$ cat src/rtl/div_iter.sv
// Iterative 32-bit radix-2 restoring divider (DIV/DIVU), result {rem, quo}.
// Optional `DIV_EARLY_OUT_EN: skip iterations when |dividend| < |divisor|.
module div_iter (
    input  logic        clk,
    input  logic        rst,
    input  logic        signed_div_i,
    input  logic [31:0] opdata1_i,
    input  logic [31:0] opdata2_i,
    input  logic        start_i,
    input  logic        annul_i,
    output logic [63:0] result_o,
    output logic        ready_o
);

    typedef enum logic [1:0] {
        FREE   = 2'd0,
        BYZERO = 2'd1,
        ON     = 2'd2,
        END    = 2'd3
    } state_t;

    state_t      state;
    logic [4:0]  cnt;
    logic [64:0] w;
    logic [31:0] b_abs;
    logic        q_neg;
    logic        r_neg;
    logic [63:0] res_q;
`ifdef DIV_EARLY_OUT_EN
    logic        early;
`endif

    logic [31:0] a_mag;
    logic [31:0] b_mag;
    logic [64:0] w_sh;
    logic [32:0] diff;
    logic [64:0] w_nxt;
    logic [31:0] quo_fix;
    logic [31:0] rem_fix;

    always_comb begin
        a_mag = (signed_div_i && opdata1_i[31]) ? (~opdata1_i + 32'd1) : opdata1_i;
        b_mag = (signed_div_i && opdata2_i[31]) ? (~opdata2_i + 32'd1) : opdata2_i;
    end

    // Trial subtraction on the upper 33 bits; bit 32 of diff is the borrow.
    always_comb begin
        w_sh  = {w[63:0], 1'b0};
        diff  = w_sh[64:32] - {1'b0, b_abs};
        w_nxt = w_sh;
        if (!diff[32]) begin
            w_nxt = {diff, w_sh[31:1], 1'b1};
        end
        quo_fix = q_neg ? (~w_nxt[31:0] + 32'd1) : w_nxt[31:0];
        rem_fix = r_neg ? (~w_nxt[63:32] + 32'd1) : w_nxt[63:32];
    end

    always_ff @(posedge clk or posedge rst) begin
        if (rst) begin
            state    <= FREE;
            cnt      <= 5'd0;
            w        <= 65'd0;
            b_abs    <= 32'd0;
            q_neg    <= 1'b0;
            r_neg    <= 1'b0;
            res_q    <= 64'd0;
            result_o <= 64'd0;
            ready_o  <= 1'b0;
`ifdef DIV_EARLY_OUT_EN
            early    <= 1'b0;
`endif
        end else begin
            unique case (state)
                FREE: begin
                    ready_o  <= 1'b0;
                    result_o <= 64'd0;
                    if (start_i && !annul_i) begin
                        if (opdata2_i == 32'd0) begin
                            state <= BYZERO;
                        end else begin
                            state <= ON;
                            b_abs <= b_mag;
                            q_neg <= signed_div_i & (opdata1_i[31] ^ opdata2_i[31]);
                            r_neg <= signed_div_i & opdata1_i[31];
                            cnt   <= 5'd0;
                            w     <= {33'd0, a_mag};
`ifdef DIV_EARLY_OUT_EN
                            early <= (a_mag < b_mag);
`endif
                        end
                    end
                end
                BYZERO: begin
                    if (annul_i || !start_i) begin
                        state <= FREE;
                    end else begin
                        state <= END;
                        res_q <= 64'd0;
                    end
                end
                ON: begin
                    if (annul_i || !start_i) begin
                        state <= FREE;
`ifdef DIV_EARLY_OUT_EN
                    end else if (early) begin
                        // Quotient is zero; remainder restores the original dividend.
                        state <= END;
                        res_q <= {(r_neg ? (~w[31:0] + 32'd1) : w[31:0]), 32'd0};
`endif
                    end else begin
                        w   <= w_nxt;
                        cnt <= cnt + 5'd1;
                        if (cnt == 5'd31) begin
                            state <= END;
                            res_q <= {rem_fix, quo_fix};
                        end
                    end
                end
                END: begin
                    if (!start_i) begin
                        state    <= FREE;
                        ready_o  <= 1'b0;
                        result_o <= 64'd0;
                    end else begin
                        ready_o  <= 1'b1;
                        result_o <= res_q;
                    end
                end
                default: state <= FREE;
            endcase
        end
    end

endmodule

$ cat config.mk
export PLATFORM = sky130hd
export DESIGN_NAME = div_iter
export DESIGN_NICKNAME = d
export VERILOG_FILES = /design/src/rtl/div_iter.sv
export SDC_FILE = /design/constraint.sdc
export NUM_CORES = 1
export LEC_CHECK = 0
export CAP_MARGIN = 5
export CELL_PAD_IN_SITES_DETAIL_PLACEMENT = 1
export CELL_PAD_IN_SITES_GLOBAL_PLACEMENT = 1
export CORE_MARGIN = 4
export CORE_UTILIZATION = 45
export CTS_CLUSTER_SIZE = 10
export DETAILED_ROUTE_END_ITERATION = 10
export PLACE_DENSITY_LB_ADDON = 0.1
export SYNTH_ARGS = -nofsm -noshare
export SYNTH_HDL_FRONTEND = slang
export SYNTH_SLANG_ARGS = --single-unit
$ cat constraint.sdc
create_clock -name clk -period 10.1 [get_ports clk]
set_clock_uncertainty 0.2 [all_clocks]
set_input_delay 1.515 -clock clk [delete_from_list [all_inputs] [get_ports clk]]
set_output_delay 1.515 -clock clk [all_outputs]
set_load 0.02 [all_outputs]
==> summary.txt <==
outcome -> completed
Max-slew headroom -> 31.51%
number of max-cap violations -> 0
Clock Power Share -> 24.9%
final hold vios -> 0
post-synth top area cell -> dfrtp_1
cell internal pwr -> 2.113 mW
Worst-Margin Slew -> 1.027 ns
1st-pass router iterations -> 5
CP Capture Type -> register
switching power -> 1.535 mW
Peak Freq -> 0.1720 GHz
Slew Viols, Final -> 0
vias in the first global route -> 12430
H-Tree Depth -> 1
Vias -> 12362
Mean Syn Cell Area -> 8.945 µm²
Reg power frac -> 32.8%
Clock Latency Late Sink -> 0.56 ns
count of state elements after synthesis -> 234
gr ovfl total -> 0
Max clock buf depth -> 3
Clock Sinks -> 234
critical path type -> input port to register
hold-critical path depth -> 2
R2R depth -> 18
CTS tree -> yes
async set-reset flop share out of synthesis -> 100.0%
Hold-fix buffers, CTS -> 0
Combinational Power Share -> 42.2%
Resized cells post-CTS -> 0
P per Cell Area -> 220.4 nW/µm²
DR WL/cell -> 20.87 µm
setup TNS -> 0 ns
layout cell share with drive strength beyond 1 -> 5.057%
Final ANT Viol Nets -> 0
Worst IR Drop VDD -> 0.1293 mV
syn_nets -> 1697
# Post-CTS Setup Buffers -> 0
Finish-stage setup viols -> 0
Syn-to-layout area delta -> 16.74%
DRC -> 0
most frequent cell after synthesis -> dfrtp_1
Hold Crit Class -> register to register
largest net degree at the start of global routing -> 87
Synthesis Warnings -> 0
root buffer cell -> clkbuf_16
number of synthesized flops with an enable pin -> 0
chip width -> 185.5 µm
Post-Syn Instances -> 1585
fillers -> 3564
Initial Util -> 45.99%
final WL -> 43350 µm
Main synth FF type -> dfrtp_1
Yosys top cell area share -> 41.30%
count of cell types in the netlist -> 78
min Tclk post-route -> 5.815 ns
Port Buffer Count -> 133
Worst setup SP type -> input port
RePlAce Congestion -> 0.8903
WHS -> 0.2746 ns
Core Box Area -> 30830 µm²
fraction of the cycle the final worst path needs -> 57.57%
# rows -> 64
Inserted Diodes -> 0
Overall Power -> 3.648 mW
Area contributors post-synth -> dfrtp_1 41%, o21ai_0 5.9%, xor2_1 5.2%
hpwl dp -> 32260 µm
total die area -> 34410 µm²
CP max FO -> 71
initial antenna violation count -> 0
CP required -> 10.34 ns
LEAKAGE -> 7.167 nW
Die Span Y -> 185.5 µm
switching share of power -> 42.08%
GRT Total Usage -> 25.09%
Synth Cell Area -> 14180 µm²
Iter 0 DRT Violations -> 840
vias per cell -> 5.952
first-pass GRT wire length -> 69920 µm
Num CTS Buffers -> 28
synth cell count leaders -> 234 x dfrtp_1, 192 x nand2_1, 167 x o21ai_0
unrepaired setup endpoints after global routing -> false
sequential fraction of the synthesis area -> 41.30%
Worst-path clk slew -> 0.06 ns
Data arrival, critical path -> 6.05 ns
NumNets Final -> 1785
IO Pins -> 134
-- cell type report --
type | count | area [µm²] | share of cell area, %
flip-flops and latches | 234 | 5856 | 35.38
repair buffers | 146 | 1429 | 8.633
inverters | 57 | 221.5 | 1.338
clock inverters | 4 | 70.07 | 0.4233
well taps | 396 | 495.5 | 2.994
clock buffers | 34 | 723.2 | 4.370
multi-input cells | 1206 | 7756 | 46.86
-- state kept, by name, summed over array words and instances, names as in the netlist --
register  flops
res_q        64
ready_o       1
r_neg         1
w            64
b_abs        32
q_neg         1
result_o     64
cnt           5
state         2
-- cells by family (layout without fill, tap and decap cells) --
family                   count (synthesis)  in the layout  synth area share [%]
buffers and inverters                  145            241                 4.121
adder cells (fa/ha/maj)                 43             43                 3.848
multiplexers                            31             31                 2.295
XOR/XNOR                               141            141                 8.711
flip-flops                             234            234                 41.30
AND/OR/NAND/NOR                        481            481                 15.82
AO/OA/AOI/OAI                          510            510                 23.91
-- stage by stage --
stage | worst slack [ns] | cell area (µm²) | util (%) | cells
after global placement | 3.862 | 15760 | 51.11 | 2039
after floorplan | 1.967 | 14180 | - | 1585
after global routing | 3.944 | 16550 | 53.69 | 2077
final | 4.285 | 16550 | 53.69 | 2077
after detailed placement | 3.755 | 15760 | 51.11 | 2039
after CTS | 4.333 | 16550 | 53.69 | 2077
-- worst max-delay path: stages --
cell,delay (ns)
clkdlybuf4s50_1,0.49
or4_1,0.67
nor4_4,0.40
nand3_1,0.17
or2_1,0.27
nor4_1,0.41
nand3b_1,0.19
buf_4,0.52
and2_2,0.55
buf_4,0.53
nor2_1,0.10
a22o_1,0.20
-- cell usage in the layout, fill, tap and decap left out, types with 14 or more instances in the layout --
master,netlist,layout
clkdlybuf4s50_1,0,133
mux2i_1,28,28
o21ai_0,167,167
inv_1,57,56
dfrtp_1,234,234
xor2_1,84,84
a22oi_1,17,17
clkbuf_16,0,28
o31ai_1,28,28
nand2_1,192,191
a21oi_1,100,100
nor3_1,35,35
nor2_1,127,126
a221o_1,18,18
ha_1,42,41
xnor2_1,57,57
nand3_1,16,15
nor4_1,15,15
nand2b_1,14,14
a22o_1,76,76
-- power by group through the flow --
stage                     clock network, mW  registers (mW)  logic (mW)
after floorplan                           0            1.15        1.11
after CTS                             0.925            1.19        1.53
after global routing                  0.974            1.22        1.70
after detailed placement                  0            1.21        1.52
final                                 0.909            1.20        1.54
after global placement                    0            1.20        1.47
-- worst paths after layout --
check                                      startpoint  slack, ns                       to
worst max register to register      w[48]$_DFFE_PP0P_       4.45    res_q[56]$_DFFE_PP0P_
worst max-delay path                     opdata2_i[3]       4.29        w[32]$_DFFE_PP0P_
worst min register to register  res_q[47]$_DFFE_PP0P_       0.27    res_q[47]$_DFFE_PP0P_
min in group asynchronous                         rst       1.27  result_o[9]$_DFFE_PP0P_
worst min-delay path            res_q[47]$_DFFE_PP0P_       0.27    res_q[47]$_DFFE_PP0P_
max in group asynchronous                         rst       7.01      ready_o$_DFFE_PP0P_
-- metal layers --
metal	part of all wire [%]	vias to the layer above	routed length, µm	global-route usage [%]
li1	-	5860	-	-
met1	51	6145	22120	40.02
met3	5.3	38	2290	2.873
met2	42	319	18350	37.17
met5	0	-	0	0
met4	1.4	0	590	4.257
Note: power is estimated with default switching activity, not from simulation.
